===== config.mk =====
export PLATFORM = sky130hd
export DESIGN_NAME = bp_update_scheduler
export DESIGN_NICKNAME = d
export VERILOG_FILES = /design/src/rtl/bp_update_scheduler.sv
export SDC_FILE = /design/constraint.sdc
export NUM_CORES = 1
export LEC_CHECK = 0
export CAP_MARGIN = 30
export CORE_ASPECT_RATIO = 0.7
export CORE_UTILIZATION = 39
export CTS_CLUSTER_SIZE = 24
export DETAILED_ROUTE_END_ITERATION = 16
export GPL_TIMING_DRIVEN = 0
export PLACE_DENSITY = 0.71
export SLEW_MARGIN = 30
export SYNTH_ARGS = -nofsm -noshare
export SYNTH_HDL_FRONTEND = slang
export SYNTH_SLANG_ARGS = --single-unit

===== constraint.sdc =====
create_clock -name clk -period 4.2 [get_ports clk]
set_input_delay 0.84 -clock clk [delete_from_list [all_inputs] [get_ports clk]]
set_output_delay 0.84 -clock clk [all_outputs]
set_load 0.01 [all_outputs]

===== src/rtl/bp_update_scheduler.sv =====
// -----------------------------------------------------------------------------
// bp_update_scheduler
//
// Owns the single port of the 2-bit branch-history counter table, which lives
// in an external synchronous-read RAM. After reset it sweeps the whole table to
// INIT_CTR. It buffers branch outcomes committed by the ROB in a small FIFO and
// applies each one as a read-modify-write. It also shares the table port with
// fetch-side prediction lookups.
//
// Port summary
//   clk, rst_n           clock, asynchronous active-low reset
//   rdy                  global run enable; 0 freezes all state and idles the port
//   upd_valid/upd_ready  ROB commit handshake; upd_pc selects the counter,
//                        upd_taken gives the resolved direction
//   lk_req/lk_idx        fetcher lookup request and index
//   lk_grant             lookup issued to the table this cycle
//   lk_rvalid/lk_ctr     lookup result, one cycle after lk_grant
//   tbl_*                table port (en, we, addr, wdata out; rdata in)
//   init_done            clear sweep complete
// -----------------------------------------------------------------------------
module bp_update_scheduler #(
    parameter int         IDX_W      = 12,
    parameter int         FIFO_DEPTH = 4,
    parameter logic [1:0] INIT_CTR   = 2'b01
) (
    input  logic             clk,
    input  logic             rst_n,
    input  logic             rdy,
    input  logic             upd_valid,
    input  logic [31:0]      upd_pc,
    input  logic             upd_taken,
    output logic             upd_ready,
    input  logic             lk_req,
    input  logic [IDX_W-1:0] lk_idx,
    output logic             lk_grant,
    output logic             lk_rvalid,
    output logic [1:0]       lk_ctr,
    output logic             tbl_en,
    output logic             tbl_we,
    output logic [IDX_W-1:0] tbl_addr,
    output logic [1:0]       tbl_wdata,
    input  logic [1:0]       tbl_rdata,
    output logic             init_done
);

    localparam int               PTR_W     = $clog2(FIFO_DEPTH);
    localparam int               CNT_W     = PTR_W + 1;
    localparam logic [CNT_W-1:0] FULL_CNT  = CNT_W'(FIFO_DEPTH);
    localparam logic [IDX_W-1:0] LAST_ADDR = '1;

    typedef enum logic [1:0] {
        ST_CLEAR = 2'd0,
        ST_RUN   = 2'd1,
        ST_WR    = 2'd2
    } state_t;

    // ------------------------------------------------------------------
    // Registers
    // ------------------------------------------------------------------
    state_t           r_state;
    logic [IDX_W-1:0] r_clr_addr;
    logic             r_init_done;
    logic             r_lk_rvalid;

    logic [IDX_W-1:0] r_fifo_idx   [FIFO_DEPTH];
    logic             r_fifo_taken [FIFO_DEPTH];
    logic [PTR_W-1:0] r_wr_ptr;
    logic [PTR_W-1:0] r_rd_ptr;
    logic [CNT_W-1:0] r_count;

    // ------------------------------------------------------------------
    // Combinational signals
    // ------------------------------------------------------------------
    state_t           w_next_state;
    logic             w_tbl_en;
    logic             w_tbl_we;
    logic [IDX_W-1:0] w_tbl_addr;
    logic [1:0]       w_tbl_wdata;
    logic             w_lk_grant;
    logic             w_pop;
    logic             w_push;
    logic             w_upd_ready;
    logic             w_fifo_full;
    logic             w_fifo_empty;
    logic [IDX_W-1:0] w_upd_idx;
    logic [IDX_W-1:0] w_head_idx;
    logic             w_head_taken;
    logic [1:0]       w_sat_ctr;
    logic             w_unused_pc_bits;

    // Counters are word-indexed by the branch PC; the remaining PC bits do not
    // select a table entry.
    assign w_upd_idx        = upd_pc[IDX_W+1:2];
    assign w_unused_pc_bits = ^{upd_pc[31:IDX_W+2], upd_pc[1:0]};

    assign w_fifo_full  = (r_count == FULL_CNT);
    assign w_fifo_empty = (r_count == '0);
    assign w_head_idx   = r_fifo_idx[r_rd_ptr];
    assign w_head_taken = r_fifo_taken[r_rd_ptr];

    // Ready looks only at the registered count: a pop in the same cycle does
    // not open a slot until the next cycle.
    assign w_upd_ready = rst_n & rdy & ~w_fifo_full;
    assign w_push      = upd_valid & w_upd_ready;

    // Saturating 2-bit counter step; never wraps 3->0 or 0->3.
    always_comb begin
        w_sat_ctr = tbl_rdata;
        if (w_head_taken) begin
            if (tbl_rdata != 2'b11) begin
                w_sat_ctr = tbl_rdata + 2'd1;
            end
        end else begin
            if (tbl_rdata != 2'b00) begin
                w_sat_ctr = tbl_rdata - 2'd1;
            end
        end
    end

    // ------------------------------------------------------------------
    // FSM next-state and table-port arbitration
    // ------------------------------------------------------------------
    // NOTE: every output of this block gets a default first so no path leaves
    // a signal unassigned, which would otherwise infer a latch.
    always_comb begin
        w_next_state = r_state;
        w_tbl_en     = 1'b0;
        w_tbl_we     = 1'b0;
        w_tbl_addr   = '0;
        w_tbl_wdata  = 2'b00;
        w_lk_grant   = 1'b0;
        w_pop        = 1'b0;

        if (rdy) begin
            case (r_state)
                ST_CLEAR: begin
                    w_tbl_en    = 1'b1;
                    w_tbl_we    = 1'b1;
                    w_tbl_addr  = r_clr_addr;
                    w_tbl_wdata = INIT_CTR;
                    if (r_clr_addr == LAST_ADDR) begin
                        w_next_state = ST_RUN;
                    end
                end

                ST_RUN: begin
                    // A full FIFO outranks lookups so commits cannot be
                    // starved by a fetcher that requests every cycle.
                    if (w_fifo_full) begin
                        w_tbl_en     = 1'b1;
                        w_tbl_addr   = w_head_idx;
                        w_next_state = ST_WR;
                    end else if (lk_req) begin
                        w_tbl_en   = 1'b1;
                        w_tbl_addr = lk_idx;
                        w_lk_grant = 1'b1;
                    end else if (!w_fifo_empty) begin
                        w_tbl_en     = 1'b1;
                        w_tbl_addr   = w_head_idx;
                        w_next_state = ST_WR;
                    end
                end

                ST_WR: begin
                    // tbl_rdata still holds the read issued in the previous
                    // port cycle, even across a pause, because the RAM keeps
                    // its output while tbl_en is low.
                    w_tbl_en     = 1'b1;
                    w_tbl_we     = 1'b1;
                    w_tbl_addr   = w_head_idx;
                    w_tbl_wdata  = w_sat_ctr;
                    w_pop        = 1'b1;
                    w_next_state = ST_RUN;
                end

                default: begin
                    w_next_state = ST_CLEAR;
                end
            endcase
        end
    end

    // ------------------------------------------------------------------
    // Control state
    // ------------------------------------------------------------------
    // NOTE: sequential state uses non-blocking assignments so every register
    // samples pre-edge values regardless of statement order.
    always_ff @(posedge clk or negedge rst_n) begin
        if (!rst_n) begin
            r_state     <= ST_CLEAR;
            r_clr_addr  <= '0;
            r_init_done <= 1'b0;
            r_lk_rvalid <= 1'b0;
        end else if (rdy) begin
            r_state     <= w_next_state;
            r_lk_rvalid <= w_lk_grant;
            if (r_state == ST_CLEAR) begin
                r_clr_addr <= r_clr_addr + 1'b1;
                if (r_clr_addr == LAST_ADDR) begin
                    r_init_done <= 1'b1;
                end
            end
        end
    end

    // ------------------------------------------------------------------
    // Update FIFO pointers and occupancy
    // ------------------------------------------------------------------
    always_ff @(posedge clk or negedge rst_n) begin
        if (!rst_n) begin
            r_wr_ptr <= '0;
            r_rd_ptr <= '0;
            r_count  <= '0;
        end else begin
            // FIFO_DEPTH is a power of two, so the pointers wrap naturally.
            if (w_push) begin
                r_wr_ptr <= r_wr_ptr + 1'b1;
            end
            if (w_pop) begin
                r_rd_ptr <= r_rd_ptr + 1'b1;
            end
            case ({w_push, w_pop})
                2'b10:   r_count <= r_count + 1'b1;
                2'b01:   r_count <= r_count - 1'b1;
                default: r_count <= r_count;
            endcase
        end
    end

    // NOTE: FIFO storage has no reset; the occupancy count alone decides which
    // entries are meaningful, and leaving the array unreset keeps it plain RAM.
    always_ff @(posedge clk) begin
        if (w_push) begin
            r_fifo_idx[r_wr_ptr]   <= w_upd_idx;
            r_fifo_taken[r_wr_ptr] <= upd_taken;
        end
    end

    // ------------------------------------------------------------------
    // Outputs; forced low asynchronously while reset is asserted so an
    // in-flight write is dropped at once.
    // ------------------------------------------------------------------
    assign upd_ready = w_upd_ready;
    assign lk_grant  = w_lk_grant & rst_n;
    assign lk_rvalid = r_lk_rvalid;
    assign lk_ctr    = r_lk_rvalid ? tbl_rdata : 2'b00;
    assign tbl_en    = w_tbl_en & rst_n;
    assign tbl_we    = w_tbl_we & rst_n;
    assign tbl_addr  = w_tbl_addr & {IDX_W{rst_n}};
    assign tbl_wdata = w_tbl_wdata & {2{rst_n}};
    assign init_done = r_init_done;

endmodule

==> results.sh, run 1 <==
export IMPL_wirelength_um=6950
export IMPL_achievable_frequency_ghz=0.270
export IMPL_tritoncts="done"
export IMPL_synth_ff_latch_count=75
export IMPL_power_per_cell_area_nw_per_um2=603
export IMPL_worst_hold_path_ep="init_done$_DFFE_PN0P_"
export IMPL_synthDistinctLibCells=38
export IMPL_grt_start_max_net_pins=26
export IMPL_total_leakage_power_uw=0.00164
export IMPL_post_synth_top_area_fraction_pct=46.6
export IMPL_endpoint_arrival_time_on_the_critical_path_ps=2860
export IMPL_place_ws_ps=509
export IMPL_clock_sinks=75
export IMPL_clockBufferDepth=2
export IMPL_timing_critical_path_required_ps=3360
export IMPL_synth_largest_area_cell="edfxtp_1"
export IMPL_outcome="finished, final reports clean"
export IMPL_final_hold_viol_count=0
export IMPL_timing_setup_tns_ps=0
export IMPL_setup_viol=0
export IMPL_vias_per_cell=5.40
export IMPL_synthesis_yosys_warnings=0
export IMPL_holdCritStartpoint="init_done$_DFFE_PN0P_"
export IMPL_insertedDiodeCount=0
export IMPL_core_rowCount=27
export IMPL_clk_latency_ps=330
export IMPL_critPathLaunchType="input pin"
export IMPL_clk_pin_slew_worst_paths_ps=60
export IMPL_route_layer_met1_wl_um=3370
export IMPL_detail_route_first_pass_iterations=6
export IMPL_layout_min_cycle_time_ps=3700
export IMPL_drt_wirelength_per_cell_um=17.8
export IMPL_yosys_top_cells_area="edfxtp_1, dfrtp_1, mux4_2, a222oi_1, mux4_1"
export IMPL_die_area_um2=8980
export IMPL_grt_use_total_pct=17.0
export IMPL_rsz0062_at_grt="no"
export IMPL_place_gp_congestion=0.871
export IMPL_fraction_of_layout_instances_using_a_drive_strength_above_1_pct=13.5
export IMPL_synth_most_common_cell="edfxtp_1"
export IMPL_synth_seq_area_share_pct=63.7
export IMPL_post_synth_inst_count=220
export IMPL_cts_hold_buffers=0
export IMPL_crit_path_end_kind="primary output"
export IMPL_antenna_found_initial=0
export IMPL_mappedNetlistNets=279
export IMPL_synth_enable_flop_cells=52
export IMPL_initial_utilization_pct=41.4
export IMPL_worst_slew_pin_transition_ps=679
export IMPL_chipHeight_um=79.6
export IMPL_slew_viol_final=0
export IMPL_via_count_of_the_first_global_routing_pass=2086
export IMPL_antenna_violating_nets_post_route=0
export IMPL_detailed_place_area_um2=4010
export IMPL_detailroute_via_count=2105
export IMPL_p_total_uw=2620
export IMPL_timing_rr_start="r_state[0]$_DFFE_PN0P_"
export IMPL_layout_filler_cells=661
export IMPL_final_net_count=343
export IMPL_period_share_pct=88.2
export IMPL_place_port_buffers=53
export IMPL_hpwlAfterDp_um=4880
export IMPL_post_route_util_pct=53.5
export IMPL_dr_wl_met2_um=3110
export IMPL_max_slew_margin_rel_pct=54.4
export IMPL_first_pass_grt_wire_length_um=11200
export IMPL_ctsHtreeMaxLevel=3
export IMPL_final_setup_slack_of_the_worst_path_ps=496
export IMPL_clock_tree_root_cell="clkbuf_16"
export IMPL_grt_overflow=0
export IMPL_core_area_um2=8110
export IMPL_dr_first_iter_drc_count=229
export IMPL_reg2reg_capture_point="r_count[2]$_DFFE_PN0P_"
export IMPL_numCtsBuffers=9
export IMPL_fin_worst_skew_ps=5.34
export IMPL_timing_max_cap_violations=0
export IMPL_peakVddDrop_v=0.000199
export IMPL_post_synthesis_area_per_instance_um2=15.2
export IMPL_yosys_most_used_dff="edfxtp_1"
export IMPL_worstRegToRegCells=9
export IMPL_largest_fanout_on_the_critical_path=5
export IMPL_post_cts_resized=0
export IMPL_netlist_area_um2=3350
export IMPL_worstHoldPathType="flip-flop to flip-flop"
export IMPL_wl_met3_um=426
export IMPL_drc=0
export IMPL_crit_type="input pin to primary output"
export IMPL_cts_repair_timing_setup_buffer_count=0
export IMPL_setup_reg_to_reg_worst_slack_ps=1780
export IMPL_finish_instance_area_um2=4340
export IMPL_top_layer="met4"
export IMPL_worstHoldPathCells=1
export IMPL_die_x_um=113
export IMPL_area_growth_pct=29.3
export IMPL_yosys_top_cells_count="edfxtp_1, dfrtp_1, nor2_1"
export IMPL_floorplan_io_pins=74
export IMPL_postSynth_asyncResetShare_pct=30.7
-- stage by stage --
stage / hold WS [ps] / cells
CTS: 484 / 390
global route: 489 / 390
finish: 470 / 390
floorplan: 454 / 220
detailed placement: 466 / 374
global placement: 450 / 374
-- registers in the layout, indices dropped and copies added, names as in the netlist --
name and cells:
lk_rvalid 1, r_clr_addr 12, init_done 1, r_state 2, r_fifo_idx 48, r_wr_ptr 2
r_rd_ptr 2, r_count 3, r_fifo_taken 4
-- power by group --
group          internal [µW]  switching (µW)
clock network            531             310
registers                896            90.1
logic                    407             383
total                   1830             783
-- cell type report --
cell class,count,area (µm²),share of cell area (%)
flip-flops and latches,75,2140,49.3
multi-input cells,125,1100,25.5
repair buffers,53,526,12.1
clock buffers,9,225,5.19
well taps,101,126,2.91
clock inverters,7,106,2.45
plain buffers,9,70.1,1.62
inverters,11,41.3,0.952
-- worst max-delay path by stage --
| stage | start | endpoint | slack, ps |
|---|---|---|---|
| after global placement | rst_n | tbl_addr[8] | -270 |
| after floorplan | lk_req | tbl_addr[1] | 1630 |
| final | rdy | tbl_wdata[1] | 500 |
| after global routing | lk_req | tbl_addr[1] | 390 |
| after detailed placement | lk_req | tbl_addr[8] | 510 |
| after CTS | lk_req | tbl_addr[8] | 510 |
-- logic make-up (layout without fill, tap and decap cells) --
group                      Yosys count  count (layout)  share of synthesized area [%]
DFF                                 75              75                           63.7
and+or+nand+nor                     59              59                           8.92
AOI/OAI and AO/OA                   25              25                           6.23
buffers and inverters               20              89                           3.32
xor gates and xnor gates            17              17                           4.44
muxes                               16              16                           10.2
adders and majority gates            8               8                           3.17
-- worst max-delay path, stage by stage --
cell and delay, ps:
clkdlybuf4s50_1 580, inv_1 120, nor2_1 510, and3_1 260, clkdlybuf4s50_1 550
-- cells in the final DEF, fill, tap and decap left out, types with 3 or more instances in the layout --
master,count
clkdlybuf4s50_1,52
edfxtp_1,52
nor2_1,23
dfrtp_1,23
a222oi_1,12
inv_1,11
mux4_2,9
xnor2_1,9
clkbuf_16,9
nand2_1,8
and3_1,8
xor2_1,8
ha_1,6
buf_2,5
mux4_1,4
and2_1,4
nand2b_1,3
a21oi_1,3
o21ai_0,3
nor3_1,3
nand4_1,3
mux2_2,3
inv_6,3
-- routing by layer --
layer	vias to the layer above	track usage, %
li1	983	-
met1	1036	23.5
met2	82	26.7
met3	4	5.24
met4	0	3.60
met5	-	0
Power figures use the tool's default switching activity.
==> run 2: changes to the inputs <==
--- a/config.mk
+++ b/config.mk
@@ -16,3 +16,4 @@
 export SYNTH_ARGS = -nofsm -noshare
 export SYNTH_HDL_FRONTEND = slang
 export SYNTH_SLANG_ARGS = --single-unit
+export TNS_END_PERCENT = 1
==> results of run 2 <==
The final DEF is identical to that of run 1; final timing and power are the same.
==> run 3: changes to the inputs <==
--- a/config.mk
+++ b/config.mk
@@ -7,6 +7,7 @@
 export LEC_CHECK = 0
 export CAP_MARGIN = 30
 export CORE_ASPECT_RATIO = 0.7
+export CORE_MARGIN = 1.5
 export CORE_UTILIZATION = 39
 export CTS_CLUSTER_SIZE = 24
 export DETAILED_ROUTE_END_ITERATION = 16
==> run 3 against run 2 <==
Against the previous run: sequential cell count unchanged; non-clock buffer count is the same; worst hold slack improved by 0.72 ps; clock skew grew 1.8 ps; critical path type unchanged; largest cell class unchanged; highest routed layer unchanged.
==> results.sh, run 3 (synthesis gave the netlist of run 1 again) <==
export IMPL_outcome="finished, final reports clean"
export IMPL_timing_critical_path_required_ps=3360
export IMPL_top_register="r_fifo_idx"
export IMPL_final_cell_count_no_fill=394
export IMPL_power_combinational_fraction_pct=30.3
export IMPL_max_slew_margin_rel_pct=51.1
export IMPL_power_per_cell_area_nw_per_um2=596
export IMPL_rsz0062_at_grt="no"
export IMPL_grt_overflow=0
export IMPL_worstRegToRegCells=9
export IMPL_die_x_um=114
export IMPL_hpwlAfterDp_um=4790
export IMPL_layout_cells_most_common_list="clkdlybuf4s50_1, edfxtp_1, nor2_1, dfrtp_1, a222oi_1"
export IMPL_period_share_pct=90.8
export IMPL_initial_utilization_pct=39.9
export IMPL_timing_max_cap_violations=0
export IMPL_tritoncts="done"
export IMPL_numCtsBuffers=9
export IMPL_floorplan_io_pins=74
export IMPL_cts_repair_timing_setup_buffer_count=0
export IMPL_die_area_um2=9170
export IMPL_place_gp_congestion=0.790
export IMPL_drc=0
export IMPL_final_net_count=343
export IMPL_whs_ps=470
export IMPL_holdCritStartpoint="init_done$_DFFE_PN0P_"
export IMPL_timing_setup_tns_ps=0
export IMPL_total_leakage_power_uw=0.00163
export IMPL_switching_power_as_a_share_of_total_power_pct=29.1
export IMPL_drt_wirelength_per_cell_um=17.3
export IMPL_worstHoldPathType="flip-flop to flip-flop"
export IMPL_clock_sinks=75
export IMPL_reg2reg_capture_point="r_count[2]$_DFFE_PN0P_"
export IMPL_crit_type="input pin to primary output"
export IMPL_timing_rr_start="r_state[0]$_DFFE_PN0P_"
export IMPL_slew_viol_final=0
export IMPL_power_frac_clock_pct=31.7
export IMPL_vias_per_cell=5.27
export IMPL_antenna_found_initial=0
export IMPL_chipHeight_um=80.6
export IMPL_core_rowCount=28
export IMPL_clk_latency_ps=330
export IMPL_internal_power_uw=1830
export IMPL_insertedDiodeCount=0
export IMPL_largest_fanout_on_the_critical_path=10
export IMPL_ctsHtreeMaxLevel=3
export IMPL_clk_pin_slew_worst_paths_ps=50
export IMPL_grt_use_total_pct=16.4
export IMPL_reg_top3="r_fifo_idx (48), r_clr_addr (12), r_fifo_taken (4)"
export IMPL_final_hold_viol_count=0
export IMPL_achievable_frequency_ghz=0.262
export IMPL_crit_path_end_kind="primary output"
export IMPL_layout_min_cycle_time_ps=3810
export IMPL_via_count_of_the_first_global_routing_pass=2123
export IMPL_worstHoldPathCells=1
export IMPL_dr_first_iter_drc_count=124
export IMPL_power_switching_uw=751
export IMPL_placed_cells=378
export IMPL_fraction_of_layout_instances_using_a_drive_strength_above_1_pct=12.8
export IMPL_fin_worst_skew_ps=7.12
export IMPL_endpoint_arrival_time_on_the_critical_path_ps=2970
export IMPL_setup_viol=0
export IMPL_clock_tree_root_cell="clkbuf_16"
export IMPL_place_port_buffers=53
export IMPL_detail_route_first_pass_iterations=4
export IMPL_first_pass_grt_wire_length_um=10800
export IMPL_antenna_violating_nets_post_route=0
export IMPL_worst_hold_path_ep="init_done$_DFFE_PN0P_"
export IMPL_worst_slew_pin_transition_ps=727
export IMPL_post_cts_resized=0
export IMPL_detailroute_via_count=2075
export IMPL_clockBufferDepth=2
export IMPL_setup_reg_to_reg_worst_slack_ps=1840
export IMPL_peakVddDrop_v=0.000277
export IMPL_area_growth_pct=29.1
export IMPL_largest_register_ff_count=48
export IMPL_critPathLaunchType="input pin"
export IMPL_cts_hold_buffers=0
export IMPL_core_area_um2=8410
export IMPL_grt_start_max_net_pins=26
export IMPL_proportion_of_power_drawn_by_flip_flops_and_latches_pct=38.0
export IMPL_wirelength_um=6820
## run 3: changes by cell type in the layout (fill, tap and decap cells not counted), sizes merged
cell,before,now
clkbuf,10,12
inv,15,13
clkinv,1,0
clkinvlp,0,1
## run 3: metal layers
metal / GRT usage (%) / routed length, µm / vias up / part of all wire [%]
met3: 5.13 / 319 / 6 / 4.7
li1: - / - / 982 / -
met1: 21.6 / 3280 / 1037 / 48
met4: 6.75 / 61 / 0 / 0.89
met5: 0 / 0 / - / 0
met2: 25.2 / 3150 / 50 / 46
## run 3: how the worst max path moves through the flow
| stage | startpoint | to | slack (ps) |
|---|---|---|---|
| 2_1_floorplan | lk_req | tbl_addr[1] | 1630 |
| 3_3_place_gp | rst_n | tbl_addr[4] | -280 |
| 3_5_place_dp | lk_req | tbl_addr[4] | 450 |
| 4_1_cts | lk_req | tbl_addr[4] | 450 |
| 5_1_grt | lk_req | tbl_addr[4] | 300 |
| 6_report | lk_req | tbl_addr[4] | 390 |
## run 3: area by class of cell
| type | instances | area, µm² |
|---|---|---|
| fillers | 710 | 4080 |
| flip-flops and latches | 75 | 2140 |
| multi-input cells | 125 | 1100 |
| repair buffers | 53 | 526 |
| clock buffers | 11 | 233 |
| well taps | 105 | 131 |
| clock inverters | 5 | 85.1 |
| plain buffers | 9 | 70.1 |
| inverters | 11 | 41.3 |
## run 3: stage by stage
step / setup slack, ps / util (%) / cell area (µm²) / total power, µW
5_1_grt: 302 / 51.5 / 4330 / 2720
4_1_cts: 451 / 51.5 / 4330 / 2600
3_5_place_dp: 452 / 47.7 / 4010 / 1770
6_report: 388 / 51.5 / 4330 / 2580
2_1_floorplan: 1630 / - / 3350 / 1530
3_3_place_gp: -280 / 47.8 / 4020 / 1760
## run 3: critical path, stage by stage
cell and delay, ps:
clkdlybuf4s50_1 450, o21a_1 150, o31ai_1 360, buf_2 300, a222oi_1 110, nor2_1 180
clkdlybuf4s50_1 570
## run 3: power by group through the flow
stage | Combinational, µW | Sequential [µW] | Clock [µW]
2_1_floorplan | 556 | 973 | 0
3_3_place_gp | 769 | 990 | 0
6_report | 782 | 979 | 818
5_1_grt | 858 | 995 | 869
3_5_place_dp | 779 | 992 | 0
4_1_cts | 785 | 979 | 831
==> patch (settings of run 2) <==
Reset style: synchronous (`rst_n`), changed in 2 clocked blocks. Comments in the files are not updated.
--- a/src/rtl/bp_update_scheduler.sv
+++ b/src/rtl/bp_update_scheduler.sv
@@ -187,3 +187,3 @@
     // samples pre-edge values regardless of statement order.
-    always_ff @(posedge clk or negedge rst_n) begin
+    always_ff @(posedge clk) begin
         if (!rst_n) begin
@@ -208,3 +208,3 @@
     // ------------------------------------------------------------------
-    always_ff @(posedge clk or negedge rst_n) begin
+    always_ff @(posedge clk) begin
         if (!rst_n) begin
Function: no difference found for any inputs over 10 cycles, from zero or initial values and one cycle with rst_n low; that may be too few to reach the edited logic, so the function may still have changed.
==> patch against run 2 <==
  * Worst setup slack got worse by 0.30 ns
  * Wire length up 2.9%
  * Cell count is 15% higher
  * Sequential share of layout area is 1.6 points lower
  * Via count up 8.0%
  * Core utilization is 2.3 points lower
  * Synthesized area grew 1.5%
  * Global-route usage down 0.11 points
  * Design area is 0.32% lower
  * Sequential cell count rose by 2
  * Synthesized cell count up 20%
Power is not compared: it rests on default switching activity, and its combinational part moved more than twofold at a synthesized area within 25%.
==> patch: results <==
[status]
outcome = completed

[layout]
finalInstanceArea_mm2 = 0.00432
clock_area_share_pct = 5.79
n_fill_cell = 730
n_all_buffers = 64
final-seq-area_mm2 = 0.00206
inv_count = 23
drive_gt1_share_pct = 9.39
clkbuf_count = 12
nonClkBufAreaFrac_pct = 13.3

[yosys]
synth_xor_area_share_pct = 3.60
synth.area.top_cells = edfxtp_1, dfxtp_1, mux4_2
synthDistinctLibCells = 42
synth_area_per_cell_um2 = 12.9
ys_ff_latch = 77
synth-adder-area-share_pct = 2.80
async_flop_share_pct = 0
synthMuxAreaShare_pct = 9.78

[setup_path]
cpPeakStageDelay_ns = 0.62
r2r-start = r_state[1]
worstReg2RegEnd = r_count[2]
crit_path_end = tbl_addr[6]
critPathMaxFanout = 10

[timing]
slew_headroom_pct = 52.6
max_freq_ghz = 0.250
skew_ns = 0.00332

[detailed_routing]
drt_iter0_markers = 163
post_drt_wl_per_cell_um = 15.9
dr.pass1.iters = 4

[placement]
gp_congestion = 0.870
place_hpwl_um = 5130
portBuffers = 52

[global_routing]
grt_first_pass_wirelength_um = 11400

[worst_hold_path]
hp-start = init_done
hold_path_end = init_done
==> patch: changes by cell type in the layout (fill, tap and decap cells not counted), sizes merged, moves of 4 or more <==
cell,before,now
a222oi,12,0
and2,4,9
buf,9,3
dfrtp,23,0
and3,8,2
a21oi,3,9
dfxtp,0,25
nand3,2,6
clkbuf,10,21
a22oi,0,11
inv,15,23
mux2i,0,4
o22ai,0,12
==> patch: cell families (layout without fill, tap and decap cells) <==
logic type               Yosys count  in the layout
AND/OR/NAND/NOR                   66             66
XOR/XNOR                          14             14
multiplexers                      17             17
flip-flops                        77             77
AO/OA/AOI/OAI                     47             47
adder cells (fa/ha/maj)            7              7
buffers and inverters             35            102
==> patch: metrics by stage <==
stage,hold WS [ns],cells
floorplan,0.459,263
global placement,0.440,435
detailed placement,0.446,435
CTS,0.458,450
global route,0.494,450
finish,0.455,450
==> patch: worst register-to-register path: cells and delay by family (launching register included) <==
kind / cells / cell delay (ns)
buffers and inverters: 2 / 0.42
xor gates and xnor gates: 1 / 0.18
and+or+nand+nor: 2 / 0.61
adders and majority gates: 2 / 0.59
DFF: 1 / 0.39
AOI/OAI and AO/OA: 1 / 0.15
==> patch: power groups by stage <==
stage	clock [uW]	sequential, uW	combinational (uW)
floorplan	0	838	34.5
global placement	0	838	83.6
detailed placement	0	839	85.6
CTS	677	823	86.3
global route	705	824	94.2
finish	661	823	86.1
==> patch: metal layers <==
layer,track usage (%),part of all wire (%)
met5,0,0
met3,6.57,6.1
met4,3.55,0.56
met2,25.5,46
met1,23.1,48
